--- src/rtl/lcd_timing_pkg.sv ---
// Shared constants and types for the 480x272 RGB-LCD raster timing generator.
package lcd_timing_pkg;

  localparam int unsigned H_ACTIVE_DEF = 480;
  localparam int unsigned H_FP_DEF     = 8;
  localparam int unsigned H_SYNC_DEF   = 4;
  localparam int unsigned H_BP_DEF     = 43;
  localparam int unsigned V_ACTIVE_DEF = 272;
  localparam int unsigned V_FP_DEF     = 8;
  localparam int unsigned V_SYNC_DEF   = 4;
  localparam int unsigned V_BP_DEF     = 12;
  localparam int unsigned X_W_DEF      = 10;
  localparam int unsigned Y_W_DEF      = 9;

  localparam int unsigned RGB_R_W = 5;
  localparam int unsigned RGB_G_W = 6;
  localparam int unsigned RGB_B_W = 5;

  typedef enum logic [1:0] {
    IDLE  = 2'd0,
    RUN   = 2'd1,
    DRAIN = 2'd2
  } state_t;

  // RGB565: red in [15:11], green in [10:5], blue in [4:0]
  typedef struct packed {
    logic [RGB_R_W-1:0] r;
    logic [RGB_G_W-1:0] g;
    logic [RGB_B_W-1:0] b;
  } rgb565_t;

endpackage

--- src/rtl/lcd_axis_counter.sv ---
// One raster axis: wrapping position counter with active/sync/last decodes.
module lcd_axis_counter #(
  parameter int unsigned ACTIVE = 480,
  parameter int unsigned FP     = 8,
  parameter int unsigned SYNC   = 4,
  parameter int unsigned BP     = 43,
  parameter int unsigned W      = 10
) (
  input  logic         clk,
  input  logic         rst,
  input  logic         clr,
  input  logic         inc,
  output logic [W-1:0] cnt,
  output logic         active,
  output logic         sync,
  output logic         last
);

  localparam int unsigned TOTAL      = ACTIVE + FP + SYNC + BP;
  localparam int unsigned SYNC_START = ACTIVE + FP;
  localparam int unsigned SYNC_END   = SYNC_START + SYNC;

  always_ff @(posedge clk) begin
    if (rst || clr) begin
      cnt <= '0;
    end else if (inc) begin
      cnt <= last ? '0 : cnt + W'(1);
    end
  end

  assign active = (cnt < W'(ACTIVE));
  assign sync   = (cnt >= W'(SYNC_START)) && (cnt < W'(SYNC_END));
  assign last   = (cnt == W'(TOTAL - 1));

endmodule

--- src/rtl/lcd_timing_gen.sv ---
// RGB-LCD raster timing: run/drain FSM, one-cycle-early pixel requests and
// a two-stage pipeline that lines pixel data up with DE/HSYNC/VSYNC.
module lcd_timing_gen
  import lcd_timing_pkg::*;
#(
  parameter int unsigned H_ACTIVE = H_ACTIVE_DEF,
  parameter int unsigned H_FP     = H_FP_DEF,
  parameter int unsigned H_SYNC   = H_SYNC_DEF,
  parameter int unsigned H_BP     = H_BP_DEF,
  parameter int unsigned V_ACTIVE = V_ACTIVE_DEF,
  parameter int unsigned V_FP     = V_FP_DEF,
  parameter int unsigned V_SYNC   = V_SYNC_DEF,
  parameter int unsigned V_BP     = V_BP_DEF,
  parameter int unsigned X_W      = X_W_DEF,
  parameter int unsigned Y_W      = Y_W_DEF
) (
  input  logic               clk,
  input  logic               rst,
  input  logic               en,
  output logic               pix_req,
  output logic [X_W-1:0]     px_x,
  output logic [Y_W-1:0]     px_y,
  output logic               frame_start,
  input  logic [15:0]        pix_rgb,
  output logic               lcd_de,
  output logic               lcd_hsync_n,
  output logic               lcd_vsync_n,
  output logic [RGB_R_W-1:0] lcd_r,
  output logic [RGB_G_W-1:0] lcd_g,
  output logic [RGB_B_W-1:0] lcd_b,
  output logic               busy
);

  state_t         state;
  logic [X_W-1:0] hc;
  logic [Y_W-1:0] vc;
  logic           h_active, h_sync, h_last;
  logic           v_active, v_sync, v_last;
  logic           run, frame_end, pix_on;
  logic           hs_d, vs_d;
  rgb565_t        rgb;

  assign run       = (state != IDLE);
  assign frame_end = h_last && v_last;
  assign pix_on    = run && h_active && v_active;
  assign rgb       = rgb565_t'(pix_rgb);

  lcd_axis_counter #(
    .ACTIVE(H_ACTIVE), .FP(H_FP), .SYNC(H_SYNC), .BP(H_BP), .W(X_W)
  ) u_h (
    .clk(clk), .rst(rst), .clr(!run), .inc(run),
    .cnt(hc), .active(h_active), .sync(h_sync), .last(h_last)
  );

  lcd_axis_counter #(
    .ACTIVE(V_ACTIVE), .FP(V_FP), .SYNC(V_SYNC), .BP(V_BP), .W(Y_W)
  ) u_v (
    .clk(clk), .rst(rst), .clr(!run), .inc(h_last),
    .cnt(vc), .active(v_active), .sync(v_sync), .last(v_last)
  );

  // Frames only end at the raster wrap; busy mirrors "state != IDLE"
  always_ff @(posedge clk) begin
    if (rst) begin
      state <= IDLE;
      busy  <= 1'b0;
    end else begin
      case (state)
        IDLE: begin
          if (en) begin
            state <= RUN;
            busy  <= 1'b1;
          end
        end
        RUN: begin
          if (!en && frame_end) begin
            state <= IDLE;
            busy  <= 1'b0;
          end else if (!en) begin
            state <= DRAIN;
          end
        end
        DRAIN: begin
          if (en) begin
            state <= RUN;
          end else if (frame_end) begin
            state <= IDLE;
            busy  <= 1'b0;
          end
        end
        default: begin
          state <= IDLE;
          busy  <= 1'b0;
        end
      endcase
    end
  end

  // Stage 1 (request + delayed syncs) and stage 2 (panel pins)
  always_ff @(posedge clk) begin
    if (rst) begin
      pix_req     <= 1'b0;
      px_x        <= '0;
      px_y        <= '0;
      frame_start <= 1'b0;
      hs_d        <= 1'b0;
      vs_d        <= 1'b0;
      lcd_de      <= 1'b0;
      lcd_hsync_n <= 1'b1;
      lcd_vsync_n <= 1'b1;
      lcd_r       <= '0;
      lcd_g       <= '0;
      lcd_b       <= '0;
    end else begin
      pix_req     <= pix_on;
      px_x        <= pix_on ? hc : '0;
      px_y        <= pix_on ? vc : '0;
      frame_start <= pix_on && (hc == '0) && (vc == '0);
      hs_d        <= run && h_sync;
      vs_d        <= run && v_sync;
      lcd_de      <= pix_req;
      lcd_hsync_n <= !hs_d;
      lcd_vsync_n <= !vs_d;
      lcd_r       <= pix_req ? rgb.r : '0;
      lcd_g       <= pix_req ? rgb.g : '0;
      lcd_b       <= pix_req ? rgb.b : '0;
    end
  end

endmodule

--- config.mk ---
export PLATFORM = sky130hd
export DESIGN_NAME = lcd_timing_gen
export DESIGN_NICKNAME = d
export VERILOG_FILES = /design/src/rtl/lcd_timing_pkg.sv /design/src/rtl/lcd_axis_counter.sv /design/src/rtl/lcd_timing_gen.sv
export SDC_FILE = /design/constraint.sdc
export NUM_CORES = 1
export LEC_CHECK = 0
export CAP_MARGIN = 20
export CORE_MARGIN = 2
export CORE_UTILIZATION = 43
export CTS_CLUSTER_DIAMETER = 60
export DETAILED_ROUTE_END_ITERATION = 10
export PLACE_DENSITY = 0.82
export SETUP_SLACK_MARGIN = 0.05
export SYNTH_ARGS = -nofsm -noshare
export SYNTH_HDL_FRONTEND = slang
export SYNTH_SLANG_ARGS = --single-unit
--- constraint.sdc ---
create_clock -name clk -period 1.5 [get_ports clk]
set_input_delay 0.3 -clock clk [delete_from_list [all_inputs] [get_ports clk]]
set_output_delay 0.3 -clock clk [all_outputs]
set_load 0.005 [all_outputs]
==> results by group, run 1 <==
Status
  – Run status: finished with violations
  – Failing checks: setup timing

GRT
  – Initial antenna violation count: 0
  – GR Layer Usage met2: 0.330
  – Routing usage on met1: 0.215
  – First-pass GRT wire length: 8.75 mm
  – Vias in the first global route: 1873
  – GR peak layer: met2
  – Global-route usage over all layers: 0.193
  – M3 GR Usage: 0.0711
  – Gr ovfl total: 0
  – Largest net degree at the start of global routing: 18

Timing
  – Final worst slack: -34.6 ps
  – Relative slew margins: 0.519
  – Final Cycle Share: 1.02
  – Final setup fails: 2
  – F_max: 652 MHz
  – Clock Skew: 8.88 ps
  – RSZ-0062 raised after global routing: true
  – Actual slew at the worst max-slew pin: 720 ps
  – Max-slew violations: 0
  – Tmin final: 1530 ps
  – Final hold violations: 0
  – Setup Total Neg Slack: -64.0 ps

Final layout
  – Fin nets: 344
  – Util after Layout: 0.687
  – Share of layout cells above drive strength 1: 0.220
  – Antenna Cells: 0
  – Most common cell after layout, fill and taps aside: dfxtp_1
  – Highest-count cells in the layout ignoring fill and taps: dfxtp_1 (58), and2_1 (35), buf_4 (34)
  – Area grow syn2layout: 54.4%
  – Final Instance Count excl. Fillers: 393

Power and ir drop
  – Power consumption: 3.45 mW
  – Peak supply drop: 0.565 mV
  – Pwr dens: 989 nW/µm²
  – Static Leak: 1.79 nW

Run
  – Max_cap viols: 0

Synth
  – Largest family of logic cells by synthesized area: simple AND/OR/NAND/NOR gates
  – Synth Area in XOR/XNOR: 0.0466
  – Syn Area/Cell: 10.3 µm²
  – Post-synthesis mux area share: 0
  – Synth async-reset ratio: 0
  – Simple-gate portion of the synthesized area: 0.275
  – Top_reg_cell synth: dfxtp_1
  – Sequential cell area fraction in the yosys report: 0.568
  – Syn_nets: 243
  – FF+latch count, synth: 64
  – Synthesized area: 2260 µm²
  – Post-synth EDFFs: 0
  – Compound-Gate Fraction of Synth Area: 0.0549
  – Post-Synthesis Cells: 219
  – Post-synth cell types: 38
  – Adder-Cell Fraction of Synth Area: 0.0277
  – Ys Warns: 0

Setup path
  – Worst path cell trace: inv_2 > ha_4 > and4_4 > nand3_4 > or4_4 > a21oi_2
  – Worst path depth: 6
  – WS Path Type: reg2reg
  – Reg2Reg Capture Point: u_v.cnt[6]
  – Worst r2r src: u_h.cnt[0]
  – Critical Path Sink: u_v.cnt[6]
  – Critical Path Start: u_h.cnt[0]
  – Buf/Inv on CP: 1
  – R2R setup slack: -30 ps
  – CP max FO: 7
  – Slowest-stage cell, CP: or4_4
  – Crit path DAT: 1800 ps
  – Largest stage delay on the critical path: 490 ps
  – Crit. End Element: flop
  – Largest delay share family, worst path: simple AND/OR/NAND/NOR gates
  – Crit path required time: 1760 ps
  – Reg2Reg Depth: 6
  – Crit start category: flop

Hold path
  – Worst Hold Class: in2reg
  – Hold path depth: 2

Die
  – Io pins: 60
  – Die height: 76.5 µm
  – Core area: 5070 µm²
  – Horiz. Die Dim: 76.5 µm
  – Initial core utilization: 0.445
  – Rows: 26
  – Die Area: 5840 µm²

Clocking
  – Clock slew at reported path FFs: 60 ps
  – Clk_lat worst skew: 330 ps
  – CTS root buffer: clkbuf_8
  – CTS tree: built
  – H-tree Lvls: 3
  – Clock buffer depth: 2
  – CTS sink cnt: 64
  – CTS Buf Count: 9

Detailed routing
  – Final ANT Viol Nets: 0
  – Initial DRC Count: 88
  – DR vias/cell: 4.85
  – # DRC: 0
  – Drt first pass iters: 4
  – Routed length per instance: 13.7 µm
  – Vias: 1906
  – Drt total wl: 5.37 mm

Place
  – PortBufs: 59
  – Placed Instances: 372
  – Pre-CTS setup slack: -307 ps
  – Gpl congestion: 0.882
  – HPWL after detailed placement: 3.83 mm
-- flip-flops by register name, indices dropped and copies added, names as in the netlist --
signal and count:
busy 1, frame_start 1, hs_d 1, lcd_b 5, lcd_de 1, lcd_g 6
lcd_hsync_n 1, lcd_r 5, lcd_vsync_n 1, pix_req 1, px_x 10, px_y 9
state 2, u_h.cnt 10, u_v.cnt 9, vs_d 1
-- cell usage after synthesis (all sizes together) (2+ instances only) --
cell type / count / area [µm²]
a211oi: 2 / 15.0
a21oi: 6 / 33.8
and2: 35 / 219
and3: 6 / 37.5
and4: 2 / 20.0
clkbuf: 5 / 18.8
dfxtp: 64 / 1280
ha: 5 / 62.6
inv: 8 / 30.0
nand2: 10 / 37.5
nand2b: 2 / 12.5
nand3: 7 / 47.6
nand4: 7 / 43.8
nor2: 19 / 78.8
nor3: 7 / 46.3
nor4: 2 / 12.5
o21ai: 3 / 15.0
o31ai: 3 / 22.5
or4: 4 / 33.8
xnor2: 6 / 52.6
xor2: 6 / 52.6
-- through the flow --
stage | instance area (µm²) | hold slack [ps]
global route | 3490 | 310
global placement | 3160 | 364
floorplan | 2270 | 355
CTS | 3390 | 380
finish | 3490 | 316
detailed placement | 3160 | 365
-- power by group --
| group | switching, mW | total (mW) | internal, mW |
|---|---|---|---|
| Sequential | 0.00862 | 1.73 | 1.72 |
| Clock | 0.588 | 1.54 | 0.956 |
| Combinational | 0.0681 | 0.174 | 0.106 |
| Total | 0.665 | 3.45 | 2.78 |
-- worst min-delay path by stage --
| stage | start | end |
|---|---|---|
| 3_5_place_dp | hs_d | lcd_hsync_n |
| 5_1_grt | rst | busy |
| 3_3_place_gp | hs_d | lcd_hsync_n |
| 6_report | rst | busy |
| 2_1_floorplan | hs_d | lcd_hsync_n |
| 4_1_cts | hs_d | lcd_hsync_n |
-- metal layers --
| metal | up-vias | share of wire |
|---|---|---|
| met5 | - | 0 |
| met4 | 0 | 0.014 |
| met3 | 9 | 0.065 |
| met2 | 76 | 0.50 |
| met1 | 882 | 0.42 |
| li1 | 939 | - |
-- logic make-up after synthesis --
logic type / count (synthesis)
other: 1
and+or+nand+nor: 105
buffers and inverters: 14
DFF: 64
AOI/OAI and AO/OA: 18
adders and majority gates: 5
xor gates and xnor gates: 12
-- what timing repair did --
action,CTS,global route
hold buffers,0,0
hold endpoints to repair,0,0
setup endpoints to repair,26,57
pin swaps,4,3
gates resized for setup,25,30
buffers inserted,6,1
-- area by class of cell --
cell class | instances | area, µm²
multi-input cells | 141 | 957
clock inverters | 4 | 70.1
fillers | 378 | 1590
inverters | 8 | 30.0
clock buffers | 10 | 138
well taps | 70 | 87.6
flip-flops and latches | 64 | 1290
repair buffers | 96 | 915
Note: power is estimated with default switching activity, not from simulation.
==> run 2, diff against run 1 <==
--- a/config.mk
+++ b/config.mk
@@ -8,8 +8,9 @@
 export CAP_MARGIN = 20
 export CORE_MARGIN = 2
-export CORE_UTILIZATION = 43
+export CORE_UTILIZATION = 50
 export CTS_CLUSTER_DIAMETER = 60
 export DETAILED_ROUTE_END_ITERATION = 10
-export PLACE_DENSITY = 0.82
+export DONT_BUFFER_PORTS = 1
+export PLACE_DENSITY = 0.75
 export SETUP_SLACK_MARGIN = 0.05
 export SYNTH_ARGS = -nofsm -noshare
==> constraint.sdc (replaced) <==
create_clock -name clk -period 1.5 [get_ports clk]
set_input_delay 0.3 -clock clk [delete_from_list [all_inputs] [get_ports clk]]
set_output_delay 0.3 -clock clk [all_outputs]
set_load 0.05 [all_outputs]
==> results by group, run 2 (synthesis results as in run 1) <==
Status
  – Run status: finished with violations
  – Failing checks: setup timing

Clocking
  – Post-CTS Hold Buffers: 0
  – Clock slew at reported path FFs: 70 ps
  – CTS Buf Count: 9
  – CTS root buffer: clkbuf_8
  – Clock buffer depth: 2
  – Clk_lat worst skew: 330 ps
  – CTS sink cnt: 64
  – CTS tree: built
  – H-tree Lvls: 3

Final layout
  – Share of layout cells above drive strength 1: 0.261
  – Antenna Cells: 0
  – Highest-count cells in the layout ignoring fill and taps: dfxtp_1 (57), and2_1 (35), buf_4 (26)
  – Most common cell after layout, fill and taps aside: dfxtp_1
  – Top Registers: px_x (10), u_h.cnt (10)
  – Area grow syn2layout: 24.7%
  – Fin nets: 276
  – Cell area after layout: 2820 µm²

Timing
  – Final setup fails: 2
  – Clock Skew: 4.17 ps
  – Final hold violations: 0
  – Relative slew margins: 0.555
  – Tmin final: 1520 ps
  – F_max: 658 MHz
  – Max-slew violations: 0
  – Final worst slack: -20.9 ps
  – Hold slack final: 24.4 ps
  – Actual slew at the worst max-slew pin: 666 ps
  – RSZ-0062 raised after global routing: true
  – Final Cycle Share: 1.01
  – Setup Total Neg Slack: -35.3 ps

Power and ir drop
  – Switching power total: 779 µW
  – Combinational power share: 0.030
  – Seq pwr share: 0.505
  – Power consumption: 3.53 mW
  – Static Leak: 1.10 nW
  – Peak supply drop: 0.502 mV
  – Net switching fraction of the power: 0.221
  – Pwr dens: 1250 nW/µm²
  – Pint: 2.75 mW
  – Clock power share: 0.466

Setup path
  – Crit path required time: 1760 ps
  – Worst path cell trace: inv_2 > ha_4 > and4_4 > nand3_4 > or4_1 > a21oi_1
  – Crit. End Element: flop
  – CP max FO: 6
  – WS Path Type: reg2reg
  – Buf/Inv on CP: 1
  – Largest delay share family, worst path: simple AND/OR/NAND/NOR gates
  – Crit start category: flop
  – Slowest-stage cell, CP: or4_1
  – Largest stage delay on the critical path: 490 ps
  – Crit path DAT: 1780 ps

Die
  – Core area: 4350 µm²
  – Rows: 24
  – Die Area: 5070 µm²
  – Horiz. Die Dim: 71.2 µm
  – Initial core utilization: 0.518
  – Io pins: 60
  – Die height: 71.2 µm

Detailed routing
  – Vias: 1675
  – Routed length per instance: 15.0 µm
  – Final ANT Viol Nets: 0
  – Drt first pass iters: 4
  – Highest metal used: met4
  – # DRC: 0
  – Drt total wl: 4.63 mm
  – Initial DRC Count: 117
  – Wire length on met3: 388 µm
  – DR vias/cell: 5.42
  – Met2 wire length: 2.16 mm
  – Wl on met1: 1.94 mm

Place
  – Cell area after placement: 2480 µm²
  – PortBufs: 0
  – Gpl congestion: 0.822
  – HPWL after detailed placement: 3.04 mm

GRT
  – Initial antenna violation count: 0
  – Largest net degree at the start of global routing: 18
  – Gr ovfl total: 0
  – Global-route usage over all layers: 0.186
  – First-pass GRT wire length: 7.32 mm
  – Vias in the first global route: 1600

Hold path
  – Worst Hold Class: in2reg

Run
  – Max_cap viols: 0
## run 2: cell types whose count changed in the layout (fill, tap and decap cells not counted), moves of 2 or more
cell	delta
buf_4	-8
dlygate4sd2_1	-21
clkinv_4	+2
clkdlybuf4s50_1	-17
dlymetal6s2s_1	-21
clkinvlp_4	+2
clkinv_2	-2
## run 2: what timing repair did
| action | in CTS | in global routing |
|---|---|---|
| gates resized for setup | 2 | 16 |
| setup buffers | 2 | 3 |
| pin swaps | 0 | 4 |
| setup endpoints to repair | 18 | 26 |
## run 2: power groups by stage
stage	Combinational, mW	Clock, mW	Sequential, mW
6_report	0.104	1.64	1.78
5_1_grt	0.114	1.75	1.78
4_1_cts	0.0972	1.67	1.78
3_5_place_dp	0.0942	0	1.82
3_3_place_gp	0.0924	0	1.82
2_1_floorplan	0.0417	0	1.84
## run 2: layer usage
| metal | global-route usage | vias up |
|---|---|---|
| li1 | - | 807 |
| met1 | 0.215 | 773 |
| met2 | 0.290 | 81 |
| met3 | 0.0613 | 14 |
| met4 | 0.130 | 0 |
| met5 | 0 | - |
## run 2: final cells by class
class                      count  area, µm²
timing repair buffer          28        218
tap                           52       65.1
inverter                       8       30.0
clock inverter                 6       92.6
clock buffer                  10        138
sequential                    64       1290
fill                         332       1540
multi-input combinational    141        982
## run 2: final timing paths
| kind | end | cells after the start | start | slack [ps] |
|---|---|---|---|---|
| setup / recovery | u_v.cnt[5] | 6 | u_h.cnt[0] | -20 |
| hold / removal | busy | 1 | rst | 20 |
| setup reg to reg | u_v.cnt[5] | 6 | u_h.cnt[0] | -20 |
| hold reg to reg | lcd_hsync_n | 1 | hs_d | 390 |
## run 2: worst reg2reg max path: stages (launching register included)
cell     delay, ps
dfxtp_2        330
inv_2           70
ha_4           110
and4_4         230
nand3_4        100
or4_1          490
a21oi_1        130
## run 2: through the flow
| stage | utilization | setup slack (ps) | instances |
|---|---|---|---|
| global route | 0.647 | -77.7 | 309 |
| global placement | 0.570 | 26.7 | 288 |
| finish | 0.647 | -20.9 | 309 |
| CTS | 0.627 | -5.70 | 306 |
| floorplan | - | -86.5 | 219 |
| detailed placement | 0.570 | -9.96 | 288 |
==> run 3, diff against run 2 <==
- CORE_MARGIN: 2 -> 3
- CORE_UTILIZATION: 50 -> 40
- PLACE_DENSITY: 0.75 -> 0.63
==> results by group, run 3 (synthesis results as in run 1) <==
Clocking
  – Clock slew at reported path FFs: 70 ps
  – CTS tree: built
  – Clk_lat worst skew: 340 ps
  – H-tree Lvls: 3
  – CTS Buf Count: 9
  – CTS root buffer: clkbuf_8
  – Clock buffer depth: 2
  – CTS sink cnt: 64

Power and ir drop
  – Power consumption: 3.68 mW
  – Pwr dens: 1240 nW/µm²
  – Static Leak: 1.19 nW
  – Peak supply drop: 0.939 mV

Hold path
  – Worst Hold Class: in2reg
  – Hold Crit Start: rst

Timing
  – Actual slew at the worst max-slew pin: 723 ps
  – Tmin final: 1500 ps
  – Relative slew margins: 0.517
  – F_max: 667 MHz
  – Hold slack final: 20.8 ps
  – Final hold violations: 0
  – Final Cycle Share: 1.00
  – Max-slew violations: 0
  – RSZ-0062 raised after global routing: true
  – Final worst slack: 0.197 ps
  – Final setup fails: 0
  – Clock Skew: 7.50 ps

Place
  – Pre-CTS setup slack: -55.9 ps
  – PortBufs: 0
  – HPWL after detailed placement: 3.41 mm
  – Gpl congestion: 0.867

Die
  – Rows: 26
  – Initial core utilization: 0.428
  – Die height: 81.1 µm
  – Die Area: 6580 µm²
  – Core area: 5270 µm²
  – Io pins: 60
  – Horiz. Die Dim: 81.1 µm

Setup path
  – Crit. End Element: flop
  – Crit start category: flop
  – Worst r2r src: u_h.cnt[0]
  – Critical Path Start: u_h.cnt[0]
  – Crit path required time: 1770 ps
  – Crit path DAT: 1770 ps
  – WS Path Type: reg2reg
  – CP max FO: 5

Run
  – Max_cap viols: 0

Final layout
  – FILL cells: 448
  – Top Registers: px_x (10), u_h.cnt (10)
  – Most common cell after layout, fill and taps aside: dfxtp_1
  – Highest-count cells in the layout ignoring fill and taps: dfxtp_1 (57), buf_4 (37), and2_1 (35)
  – Antenna Cells: 0
  – Area grow syn2layout: 31.8%
  – Share of layout cells above drive strength 1: 0.305
  – Fin nets: 288

Detailed routing
  – # DRC: 0
  – Routed length per instance: 14.0 µm
  – DR vias/cell: 4.92
  – Initial DRC Count: 90
  – Drt total wl: 4.74 mm
  – Vias: 1667
  – Final ANT Viol Nets: 0
  – Drt first pass iters: 5

Status
  – Run status: finished clean

GRT
  – Largest net degree at the start of global routing: 18
  – Gr ovfl total: 0
  – Initial antenna violation count: 0
  – First-pass GRT wire length: 7.61 mm
  – Vias in the first global route: 1609
  – Global-route usage over all layers: 0.157
-- run 3: area by class of cell --
class | instances | area (µm²) | area share
tap | 70 | 87.6 | 0.0294
clock buffer | 9 | 124 | 0.0416
timing repair buffer | 40 | 320 | 0.108
clock inverter | 7 | 120 | 0.0404
inverter | 8 | 30.0 | 0.0101
multi-input combinational | 141 | 1000 | 0.337
sequential | 64 | 1290 | 0.434
-- run 3: metal layers --
layer,vias to the layer above,global-route usage,share of wire
met1,768,0.175,0.42
met4,0,0.0963,0.022
met5,-,0,0
li1,825,-,-
met2,66,0.243,0.46
met3,8,0.0721,0.10
-- run 3: worst paths after layout --
kind	end	slack (ps)	cells after the start
max	u_v.cnt[6]	0.2	6
min	busy	20	1
max reg2reg	u_v.cnt[6]	0.2	6
min reg2reg	lcd_hsync_n	380	1
-- run 3: repair_timing --
action	4_1_cts	5_1_grt
gates resized for setup	8	12
hold buffers	0	0
setup buffers	4	2
endpoints found under the setup margin	28	35
pin swaps	0	4
-- run 3: power breakdown --
| group | switching [mW] | total, mW | leakage [nW] | internal, mW |
|---|---|---|---|---|
| Combinational | 0.0654 | 0.118 | 0.549 | 0.0526 |
| Clock | 0.679 | 1.78 | 0.119 | 1.11 |
| Sequential | 0.0588 | 1.78 | 0.521 | 1.72 |
-- run 3: stage by stage --
step	cell area, µm²	std cells	util	TNS [ps]
floorplan	2270	219	-	-86.5
global placement	2600	317	0.493	-466
detailed placement	2600	317	0.493	-858
CTS	2920	337	0.553	-3.00
global route	2970	339	0.564	-230
finish	2970	339	0.564	0
-- run 3: worst max-delay path: stages (launching register included) --
cell     delay, ps
dfxtp_2        320
inv_2           60
ha_4           110
and4_4         240
nand3_4         90
or4_4          490
a21oi_2        110
